--- src/rtl/tetris_fall_ctrl.sv ---
// Falling-piece sequencer for the 10x20 well (grid cols 7..16, rows 1..20).
// Converts gravity ticks and player move pulses into candidate poses, hands
// each candidate to the external collision checker over a req/ack handshake,
// and commits, locks or spawns depending on the answer.
module tetris_fall_ctrl #(
    parameter int SPAWN_X     = 10,
    parameter int SPAWN_Y     = 1,
    parameter int GRAV_FRAMES = 30,
    parameter int GRAV_FAST   = 3,
    parameter int CNT_W       = 6
) (
    input  logic       clk,
    input  logic       rst,
    input  logic       frame_tick,
    input  logic       mv_left,
    input  logic       mv_right,
    input  logic       mv_rot,
    input  logic       hard_drop,
    input  logic       soft_drop,
    output logic       chk_req,
    output logic [4:0] chk_x,
    output logic [4:0] chk_y,
    output logic [1:0] chk_rot,
    input  logic       chk_ack,
    input  logic       chk_hit,
    output logic [4:0] piece_x,
    output logic [4:0] piece_y,
    output logic [1:0] piece_rot,
    output logic       lock_stb,
    input  logic       lock_done,
    output logic       spawn_stb,
    output logic       game_over
);

    typedef enum logic [2:0] {
        S_SPAWN   = 3'd0,
        S_IDLE    = 3'd1,
        S_CHECK   = 3'd2,
        S_DROP    = 3'd3,
        S_LOCK    = 3'd4,
        S_WAITCLR = 3'd5,
        S_OVER    = 3'd6
    } state_t;

    // What the outstanding single-shot check was issued for.
    typedef enum logic [1:0] {
        K_MOVE  = 2'd0,
        K_GRAV  = 2'd1,
        K_SPAWN = 2'd2
    } kind_t;

    localparam logic [CNT_W-1:0] LIM_NORM = CNT_W'(GRAV_FRAMES - 1);
    localparam logic [CNT_W-1:0] LIM_FAST = CNT_W'(GRAV_FAST - 1);
    localparam logic [4:0]       SPX      = 5'(SPAWN_X);
    localparam logic [4:0]       SPY      = 5'(SPAWN_Y);

    state_t           state;
    state_t           state_nxt;
    kind_t            kind;
    logic [CNT_W-1:0] grav_cnt;
    logic             grav_pend;
    logic [CNT_W-1:0] grav_lim;
    logic             grav_fire;

    logic ack_v;
    logic ev_drop;
    logic ev_rot;
    logic ev_left;
    logic ev_right;
    logic ev_grav;
    logic ev_any;
    logic spawn_ok;

    // An ack only counts while a request is actually outstanding.
    assign ack_v = chk_ack & chk_req;

    // One IDLE event per visit, strict priority; losers that cycle are dropped.
    assign ev_drop  = (state == S_IDLE) & hard_drop;
    assign ev_rot   = (state == S_IDLE) & ~hard_drop & mv_rot;
    assign ev_left  = (state == S_IDLE) & ~hard_drop & ~mv_rot & mv_left;
    assign ev_right = (state == S_IDLE) & ~hard_drop & ~mv_rot & ~mv_left & mv_right;
    assign ev_grav  = (state == S_IDLE) & ~hard_drop & ~mv_rot & ~mv_left & ~mv_right
                      & grav_pend;
    assign ev_any   = ev_drop | ev_rot | ev_left | ev_right | ev_grav;

    assign spawn_ok = (state == S_CHECK) & (kind == K_SPAWN) & ack_v & ~chk_hit;

    // ">=" also fires when soft_drop shrinks the limit below the running count.
    assign grav_lim  = soft_drop ? LIM_FAST : LIM_NORM;
    assign grav_fire = frame_tick & (state != S_OVER) & (grav_cnt >= grav_lim);

    // State register.
    always_ff @(posedge clk) begin
        if (rst) begin
            state <= S_SPAWN;
        end else begin
            state <= state_nxt;
        end
    end

    // Next-state decode.
    always_comb begin
        state_nxt = state;
        case (state)
            S_SPAWN: state_nxt = S_CHECK;
            S_IDLE: begin
                if (ev_drop) begin
                    state_nxt = S_DROP;
                end else if (ev_any) begin
                    state_nxt = S_CHECK;
                end
            end
            S_CHECK: begin
                if (ack_v) begin
                    case (kind)
                        K_SPAWN: state_nxt = chk_hit ? S_OVER : S_IDLE;
                        K_GRAV:  state_nxt = chk_hit ? S_LOCK : S_IDLE;
                        default: state_nxt = S_IDLE;
                    endcase
                end
            end
            S_DROP: begin
                if (ack_v && chk_hit) begin
                    state_nxt = S_LOCK;
                end
            end
            S_LOCK:    state_nxt = S_WAITCLR;
            S_WAITCLR: begin
                if (lock_done) begin
                    state_nxt = S_SPAWN;
                end
            end
            S_OVER:    state_nxt = S_OVER;
            default:   state_nxt = S_SPAWN;
        endcase
    end

    // Strobes and status that follow directly from the current state.
    always_comb begin
        lock_stb  = (state == S_LOCK);
        game_over = (state == S_OVER);
    end

    // Gravity counter; a fresh spawn restarts the cadence and forgets any pending step.
    always_ff @(posedge clk) begin
        if (rst) begin
            grav_cnt  <= '0;
            grav_pend <= 1'b0;
        end else if (spawn_ok) begin
            grav_cnt  <= '0;
            grav_pend <= 1'b0;
        end else begin
            if (frame_tick && (state != S_OVER)) begin
                grav_cnt <= grav_fire ? '0 : grav_cnt + CNT_W'(1);
            end
            if (grav_fire) begin
                grav_pend <= 1'b1;
            end else if (ev_grav) begin
                grav_pend <= 1'b0;
            end
        end
    end

    // Candidate issue, handshake and pose commit.
    always_ff @(posedge clk) begin
        if (rst) begin
            chk_req   <= 1'b0;
            chk_x     <= SPX;
            chk_y     <= SPY;
            chk_rot   <= 2'd0;
            piece_x   <= SPX;
            piece_y   <= SPY;
            piece_rot <= 2'd0;
            kind      <= K_SPAWN;
            spawn_stb <= 1'b0;
        end else begin
            spawn_stb <= 1'b0;
            case (state)
                S_SPAWN: begin
                    chk_x   <= SPX;
                    chk_y   <= SPY;
                    chk_rot <= 2'd0;
                    chk_req <= 1'b1;
                    kind    <= K_SPAWN;
                end
                S_IDLE: begin
                    if (ev_any) begin
                        chk_req <= 1'b1;
                        chk_x   <= piece_x;
                        chk_y   <= piece_y;
                        chk_rot <= piece_rot;
                        kind    <= ev_grav ? K_GRAV : K_MOVE;
                        if (ev_drop || ev_grav) chk_y   <= piece_y + 5'd1;
                        if (ev_rot)             chk_rot <= piece_rot + 2'd1;
                        if (ev_left)            chk_x   <= piece_x - 5'd1;
                        if (ev_right)           chk_x   <= piece_x + 5'd1;
                    end
                end
                S_CHECK: begin
                    if (ack_v) begin
                        chk_req <= 1'b0;
                        if (!chk_hit) begin
                            piece_x   <= chk_x;
                            piece_y   <= chk_y;
                            piece_rot <= chk_rot;
                            if (kind == K_SPAWN) spawn_stb <= 1'b1;
                        end
                    end
                end
                S_DROP: begin
                    if (ack_v) begin
                        chk_req <= 1'b0;
                        if (!chk_hit) begin
                            piece_x   <= chk_x;
                            piece_y   <= chk_y;
                            piece_rot <= chk_rot;
                        end
                    end else if (!chk_req) begin
                        // Request is idle for one cycle between drop steps.
                        chk_req <= 1'b1;
                        chk_x   <= piece_x;
                        chk_y   <= piece_y + 5'd1;
                        chk_rot <= piece_rot;
                    end
                end
                default: ;
            endcase
        end
    end

endmodule

--- config.mk ---
export PLATFORM = sky130hd
export DESIGN_NAME = tetris_fall_ctrl
export DESIGN_NICKNAME = d
export VERILOG_FILES = /design/src/rtl/tetris_fall_ctrl.sv
export SDC_FILE = /design/constraint.sdc
export NUM_CORES = 1
export LEC_CHECK = 0
export CORE_ASPECT_RATIO = 1.4
export CORE_MARGIN = 2
export CORE_UTILIZATION = 56
export DETAILED_ROUTE_END_ITERATION = 12
export PLACE_DENSITY = 0.82
export SETUP_SLACK_MARGIN = 0.4
export SYNTH_ARGS = -nofsm -noshare
export SYNTH_HDL_FRONTEND = slang
export SYNTH_SLANG_ARGS = --single-unit
--- constraint.sdc ---
create_clock -name clk -period 3.9 [get_ports clk]
set_clock_uncertainty 0.2 [all_clocks]
set_input_delay 0.78 -clock clk [delete_from_list [all_inputs] [get_ports clk]]
set_output_delay 0.78 -clock clk [all_outputs]
set_load 0.02 [all_outputs]
# Word level (Yosys, flattened, before mapping)
# Cells that the tools add are included.
dict set report op_classes {
  n_addsub 5
  n_lt_le_gt_ge 1
  eq_ne 16
  n_mux 37
  bitwise 26
  reduce_logical 16
}
# operator n
set ops {}
lappend ops {{$mux W5} 10}
lappend ops {{$pmux W5 S3} 2}
lappend ops {{$mux W3} 7}
lappend ops {{$pmux W3 S7} 1}
lappend ops {{$and A1 B1 Y1} 15}
lappend ops {{$ne A2 B2 Y1 const B} 6}
lappend ops {{$add A5 B1 Y5 const B} 2}
lappend ops {{$mux W2} 5}
lappend ops {{$eq A3 B3 Y1 const B} 3}
lappend ops {{$reduce_and A4 Y1} 2}
lappend ops {{$mux W1} 7}
lappend ops {{$not A1 Y1} 7}
lappend ops {{$add A6 B1 Y6 const B} 1}
lappend ops {{$eq A3 B2 Y1 const B} 2}
lappend ops {{$ge A6 B5 Y1} 1}
lappend ops {{$mux W6} 1}
lappend ops {{$ne A3 B3 Y1 const B} 2}
lappend ops {{$pmux W2 S3} 1}
lappend ops {{$pmux W3 S2} 1}
lappend ops {{$reduce_and A3 Y1} 2}
lappend ops {{$sub A5 B1 Y5 const B} 1}
lappend ops {{$or A1 B1 Y1} 4}
lappend ops {{$pmux W1 S4} 1}
lappend ops {{$pmux W2 S2} 1}
lappend ops {{other kinds (13)} 16}
dict set report word_totals {
  register_bits 38
  in_bits 11
  output_inout_bits 28
  elab_cells 113
}

# Logic depth before layout (Yosys ltp)
# Gate-level depths: netlist (run 1).
dict set report logic_depth {
  word_depth 10
  depth_mapped 7
  depth_no_buf 7
}

# Worst setup path after synthesis (run 1)
# No wires, ideal clock.
dict set report synth_path {
  path_kind {input to register}
  startpoint {input port soft_drop}
  endpoint {register grav_cnt[2]}
  setup_ns 0.074
  t_arrival_ns 2.369
  required_ns 3.626
  slack_ns 1.257
  path_stages 7
  path_buffers 0
  path_cell_list {inv_1 > ha_1 > nand2b_1 > a2111oi_2 > nor3_1 > or4b_1 > a31oi_1}
}
dict set report synth_via {
  elab_chain_len 4
}
# element line_no
set synth_rtl {}
lappend synth_rtl {{start, declared} 19} ;# input logic soft_drop,
lappend synth_rtl {{$mux W5} 89} ;# assign grav_lim = soft_drop ? LIM_FAST : LIM_NORM;
lappend synth_rtl {{$ge A6 B5 Y1} 90} ;# assign grav_fire = frame_tick & (state != S_OVER) & (grav_cnt >= grav_lim);
lappend synth_rtl {{$and A1 B1 Y1} 90}
lappend synth_rtl {{$mux W6} 154} ;# grav_cnt <= grav_fire ? '0 : grav_cnt + CNT_W'(1);
lappend synth_rtl {{end signal, assigned} 154}
lappend synth_rtl {{end, declared} 60} ;# logic [CNT_W-1:0] grav_cnt;
# Every way passes these cells.
# A chain may end at the register's enable or synchronous reset.

# Worst setup path in the final report (run 1)
# Same ends and word-level chain as after synthesis.

==> impl_results.md, run 1 <==
- Global-route track usage on met1: 27.7%
- Clock sinks: 38
- Syn_nets: 274
- Number of detailed-route iterations in the first pass: 4
- Met2 Usage GRT: 42.0%
- CP Capture Type: register
- Number of buffers created by CTS: 5
- Worst-Margin Slew: 762 ps
- Area after DPL: 0.00248 mm²
- Mapped cell area: 0.00208 mm²
- Worst endpoint required time: 3920 ps
- IO buf count: 38
- Max stage delay cell, worst path: clkdlybuf4s50_1
- Gr busiest metal: met2
- Final WS setup: 778 ps
- Reg2Reg Setup Slack: 1450 ps
- Clk pin slew, worst setup/hold paths: 70 ps
- Leak: 0.974 nW
- Worst R2R End: grav_cnt[2]
- Worst reg2reg path depth: 7
- Mean post-synth cell area: 8.25 µm²
- Primary FF master, synth: dfxtp_1
- Post-synth EDFFs: 0
- Status: finished, final reports clean
- Max Root-Sink Buffers: 2
- RSZ-0062 raised after global routing: false
- Total GRT Usage: 23.6%
- Netlist cell types: 51
- Worst path max stage delay: 540 ps
- H-tree levels: 2
- Largest net degree at the start of global routing: 24
- Final hold vios: 0
- R2R Path Start: grav_cnt[0]
- Pwr Total: 1.13 mW
- Min-delay src: grav_cnt[5]
- Synth area leader: dfxtp_1
- RePlAce Congestion: 0.840
- Most frequent cells in the layout: nand2_1 (40), dfxtp_1 (38), clkdlybuf4s50_1 (38), a21oi_1 (25), nor2_1 (15)
- Sink of the worst hold path: grav_cnt[5]
- Final period demand of the worst path: 3120 ps
- Clock Tree Root: clkbuf_8
- Residual DRC count: 0
- Setup-failing EPs final: 0
- Worst skew pair latency: 290 ps
- HP Class: register to register
- Die Y: 76.1 µm
- Final TNS setup: 0 ps
- Crit path DAT: 3140 ps
- Initial Util: 57.6%
- Horiz. Die Dim: 55.5 µm
- Area contributors post-synth: dfxtp_1 (37%), nand2_1 (7.2%), ha_1 (6.6%)
- Cell Chain, Critical Path: clkdlybuf4s50_1 > inv_1 > ha_1 > nand2b_1 > a2111oi_2 > nor3_1 > or4b_1 > a31oi_1
- Crit share post-route: 80.1%
- WL/cell: 14.4 µm
- Total number of vias: 1942
- Slew margin rel.: 48.8%
- Critical path type: input pin to register
- Hold depth: 2
- Asr flop ratio synth: 0%
- Startpoint Class: input pin
- Postcts setup bufs: 0
- Synth Instances: 252
- Initial DRC Count: 55
- CP Max Fanout: 8
- ANT cells: 0
- Total of max-cap violations: 0
- Final instance area: 0.00262 mm²
- Nets: 310
- Layout area overhead: 25.9%
- Layout cells sized above 1: 6.92%
- Die area: 0.00422 mm²
- Vias in the first global route: 1817
- Post-CTS Hold Buffers: 0
- HPWL after DPL: 3380 µm
- CTS tree: yes
- Yosys reg bits: 38
- Max-slew violations: 0
- # resized after CTS: 0
- Core area: 0.00361 mm²
- YS warnings: 0
- Post-place setup slack: 454 ps
- Met3 usage: 3.23%
- Global-route wire length before repair: 8200 µm
- Ports: 39
- Max Clock Freq: 0.320 GHz
- Yosys top cell area share: 36.6%
- Initial antenna violation count: 0
- Peak supply drop: 0.000274 V
- Hold Slack: 274 ps
- Vias per cell: 5.87
- Commonest non-fill, non-tap cell in the layout: nand2_1
- Row count: 26
- Seq/Total Area, Yosys: 36.6%
- Gr ovfl total: 0
- ANT nets after route: 0
- Pwr/cell area: 432 mW/mm²
- Final WL: 4780 µm
==> per-stage QoR <==
step | util [%] | std cells
finish | 72.5 | 331
global route | 72.5 | 331
CTS | 72.5 | 331
detailed placement | 68.7 | 323
global placement | 68.7 | 323
floorplan | - | 252
==> cell type report <==
| class | count | area, µm² |
|---|---|---|
| Fill cell | 289 | 993 |
| Clock buffer | 5 | 68.8 |
| Timing Repair Buffer | 41 | 403 |
| Clock inverter | 3 | 68.8 |
| Multi-Input combinational cell | 189 | 1210 |
| Sequential cell | 38 | 761 |
| Inverter | 13 | 48.8 |
| Tap cell | 42 | 52.6 |
==> worst max-delay path, delay by kind of cell <==
kind	cells	cell delay (ps)
buffers and inverters	2	620
AOI/OAI and AO/OA	2	550
and+or+nand+nor	3	900
adders and majority gates	1	290
==> synth_stat cells (2+ instances only) <==
| cell type | number |
|---|---|
| mux2i_1 | 2 |
| a21o_1 | 4 |
| or3_1 | 6 |
| nand3_1 | 6 |
| nand3b_1 | 5 |
| a211o_1 | 4 |
| nand2_1 | 40 |
| inv_1 | 13 |
| dfxtp_1 | 38 |
| a211oi_1 | 2 |
| o31ai_1 | 2 |
| o21ai_0 | 7 |
| buf_2 | 2 |
| nand4_1 | 3 |
| ha_1 | 11 |
| a31oi_1 | 3 |
| nor4b_1 | 2 |
| nor2_1 | 15 |
| clkbuf_1 | 9 |
| nand2b_1 | 6 |
| o2bb2ai_1 | 8 |
| xnor2_1 | 3 |
| nor2b_1 | 3 |
| nor3_1 | 3 |
| a21oi_1 | 25 |
| xor2_1 | 4 |
| a21oi_2 | 2 |
==> kinds of logic (layout without fill, tap and decap cells) <==
logic type / Yosys count / count (layout) / share of synthesized area [%]
and+or+nand+nor: 98 / 98 / 23.6
muxes: 2 / 2 / 0.963
buffers and inverters: 25 / 62 / 4.99
DFF: 38 / 38 / 36.6
xor gates and xnor gates: 8 / 8 / 3.73
adders and majority gates: 11 / 11 / 6.62
AOI/OAI and AO/OA: 70 / 70 / 23.5
==> state kept, by name, summed over array words and instances (netlist names) <==
signal     count
grav_cnt       6
chk_x          5
chk_y          5
piece_x        5
piece_y        5
state          3
chk_rot        2
kind           2
piece_rot      2
chk_req        1
grav_pend      1
spawn_stb      1
==> worst max-delay path by stage <==
stage | from | to | slack (ps) | cells after the start
3_5_place_dp | soft_drop | grav_cnt[2] | 450 | 8
5_1_grt | soft_drop | grav_cnt[2] | 670 | 8
2_1_floorplan | soft_drop | grav_cnt[2] | 1260 | 7
4_1_cts | soft_drop | grav_cnt[2] | 770 | 8
6_report | soft_drop | grav_cnt[2] | 780 | 8
3_3_place_gp | soft_drop | grav_cnt[2] | 630 | 8
==> power by group <==
part	internal [mW]	total, mW	switching [mW]
registers	0.414	0.464	0.0497
logic	0.118	0.263	0.145
clock network	0.256	0.405	0.148
total	0.788	1.13	0.343
==> metal layers <==
layer | wire [µm] | up-vias
li1 | - | 974
met1 | 2090 | 912
met2 | 2430 | 44
met3 | 169 | 12
met4 | 91 | 0
met5 | 0 | -
(Power assumes the default switching activity.)
==> run 2: changes to the inputs <==
CORE_UTILIZATION = 47   (was 56)
PLACE_DENSITY = 0.73   (was 0.82)
clock period = 2.5 ns   (was 3.9 ns; I/O delays follow)
==> run 2 against run 1 <==
Compared with the run above: clock power grew 1%; via count grew 2.8%; core utilization shrank 4.1 points; sequential power grew 55%; wire length grew 3.2%; die area grew 18%; largest cell class unchanged.
==> impl_results.md, run 2 (same netlist as run 1, synthesis figures left out) <==
- Initial antenna violation count: 0 (unchanged)
- RSZ-0062 raised after global routing: true
- Total number of vias: 1996 (+2.8%)
- Status: finished, final reports clean
- Die area: 0.00498 mm² (+18%)
- Final instance area: 0.00290 mm² (+11%)
- HP Class: register to register
- Slew margin rel.: 68.2% (+19 points)
- Area after DPL: 0.00268 mm² (+8.0%)
- Clock sinks: 38 (unchanged)
- Post-place setup slack: -339 ps (-793 ps)
- CTS tree: yes
- Worst R2R End: grav_cnt[0]
- Layout cells sized above 1: 18.6% (+12 points)
- Final WL: 4930 µm (+3.2%)
- Max Root-Sink Buffers: 2 (unchanged)
- Die Y: 82.7 µm (+8.7%)
- Setup-failing EPs final: 0 (unchanged)
- Max stage delay cell, worst path: a2111oi_4
- Crit share post-route: 87.9%
- Max-slew violations: 0 (unchanged)
- Initial Util: 49.1% (-8.5 points)
- CP Max Fanout: 4 (-4)
- Total GRT Usage: 21.6% (-2.0 points)
- RePlAce Congestion: 0.869 (+3.4%)
- FILL cells: 360 (+25%)
- Hold depth: 2 (unchanged)
- Clk pin slew, worst setup/hold paths: 70 ps (about the same)
- Pwr/cell area: 566 mW/mm² (+31%)
- Largest net degree at the start of global routing: 17 (-29%)
- Logic pwr share: 31.3% (+8.1 points)
- H-tree levels: 2 (unchanged)
- Hold Slack: 271 ps (-2.88 ps)
- Clock power share: 25.0% (-11 points)
- Worst-Margin Slew: 477 ps (-285 ps)
- Biggest register: grav_cnt
- R2R Path Start: grav_cnt[0]
- Vias per cell: 5.45 (-7.0%)
- Leak: 1.15 nW (+18%)
- Peak supply drop: 0.000366 V (+34%)
- Residual DRC count: 0 (unchanged)
- Startpoint Class: input pin
- Final Core Density: 68.4% (-4.1 points)
- Number of buffers created by CTS: 5 (unchanged)
- Crit path DAT: 2210 ps (-930 ps)
- ANT cells: 0 (unchanged)
- Most frequent cells in the layout: nand2_1 (40), dfxtp_1 (35), clkdlybuf4s50_1 (26), a21oi_1 (23), buf_4 (20)
- Power Internal: 1.11 mW (+41%)
- ANT nets after route: 0 (unchanged)
- Horiz. Die Dim: 60.2 µm (+8.5%)
- Sequential share of power: 43.7% (+2.7 points)
- Global-route wire length before repair: 8250 µm (+0.59%)
- HPWL after DPL: 3580 µm (+6.0%)
- Pwr Total: 1.64 mW (+45%)
- Core area: 0.00424 mm² (+17%)
- Clock Tree Root: clkbuf_8
- Max reg flops: 6 (unchanged)
- Switching Share: 32.3% (+1.9 points)
- CP Capture Type: register
- Worst skew pair latency: 290 ps (about the same)
- Final WS setup: 301 ps (-477 ps)
- P_sw: 0.530 mW (+54%)
- Final hold vios: 0 (unchanged)
- Gr ovfl total: 0 (unchanged)
- Nets: 329 (+6.1%)
- Cell Chain, Critical Path: buf_6 > buf_8 > inv_16 > ha_4 > nand2b_4 > a2111oi_4 > nor3_4 > buf_4 > or3_1 > a21oi_2
- Min-delay src: chk_rot[0]
- Max Clock Freq: 0.455 GHz
- WL/cell: 13.5 µm (-6.7%)
- Vias in the first global route: 1882 (+3.6%)
- Commonest non-fill, non-tap cell in the layout: nand2_1
- Reg2Reg Setup Slack: 360 ps (-1090 ps)
- Final period demand of the worst path: 2200 ps
- Number of detailed-route iterations in the first pass: 6 (+2)
- Worst endpoint required time: 2510 ps (-1410 ps)
- Total of max-cap violations: 0 (unchanged)
- Worst reg2reg path depth: 8 (+1)
- Ports: 39 (unchanged)
- Sink of the worst hold path: piece_rot[0]
- Row count: 28 (+7.7%)
- Critical path type: input pin to register
- IO buf count: 38 (unchanged)
- Initial DRC Count: 65 (+18%)
- Layout area overhead: 39.5%
- Worst path max stage delay: 390 ps (-150 ps)
run 2: cell count changes in the layout (fill, tap and decap cells not counted), sizes merged:
cell,before,now
dlymetal6s2s,0,8
clkdlybuf4s50,38,26
buf,3,23
bufinv,2,0
dlygate4sd2,0,3
clkinv,1,0
clkbuf,5,6
run 2: worst max-delay path by stage:
| stage | slack (ps) | cells after the start | start | end |
|---|---|---|---|---|
| 6_report | 300 | 10 | soft_drop | grav_cnt[0] |
| 5_1_grt | 260 | 10 | soft_drop | grav_cnt[0] |
| 4_1_cts | 300 | 9 | soft_drop | grav_cnt[2] |
| 3_5_place_dp | -340 | 9 | soft_drop | grav_cnt[2] |
| 3_3_place_gp | -280 | 9 | soft_drop | grav_cnt[2] |
| 2_1_floorplan | 360 | 7 | soft_drop | grav_cnt[2] |
run 2: stage by stage:
stage               TNS [ps]  cells
floorplan                  0    252
global placement        -975    354
detailed placement     -1320    354
CTS                        0    365
global route               0    366
finish                     0    366
run 2: worst max-delay path, delay by kind of cell:
| family | cells | cell delay, ps |
|---|---|---|
| AOI/OAI and AO/OA | 2 | 510 |
| adders and majority gates | 1 | 170 |
| buffers and inverters | 4 | 420 |
| and+or+nand+nor | 3 | 600 |
run 2: power by group through the flow:
stage / clock network [mW] / registers (mW) / logic (mW)
3_3_place_gp: 0 / 0.729 / 0.482
6_report: 0.410 / 0.718 / 0.513
4_1_cts: 0.417 / 0.717 / 0.501
3_5_place_dp: 0 / 0.727 / 0.489
2_1_floorplan: 0 / 0.717 / 0.317
5_1_grt: 0.451 / 0.725 / 0.562
run 2: per-layer routing:
layer  vias to the layer above  share of wire (%)  global-route usage [%]
met2                        52                 52                    38.7
met1                       929                 43                    24.8
li1                       1005                  -                       -
met3                        10                3.5                    4.36
met5                         -                  0                       0
met4                         0                1.4                    7.56
run 2: final cells by class:
type | count | area, µm² | area share (%)
clock buffer | 6 | 82.6 | 2.85
tap | 60 | 75.1 | 2.59
inverter | 13 | 65.1 | 2.24
multi-input combinational | 189 | 1330 | 45.7
timing repair buffer | 60 | 583 | 20.1
sequential | 38 | 769 | 26.5
run 2: what timing repair did:
| action | in CTS | in global routing |
|---|---|---|
| hold buffers | 0 | 0 |
| pin swaps | 6 | 7 |
| buffers inserted | 5 | 1 |
| resized for setup | 19 | 18 |
| setup endpoints to repair | 21 | 25 |
| cloned | 0 | 0 |
==> run 3: changes to the inputs <==
SLEW_MARGIN = 20   (was default)
==> results of run 3 <==
Same layout as run 2: the final DEF is identical, and so are final timing and power.
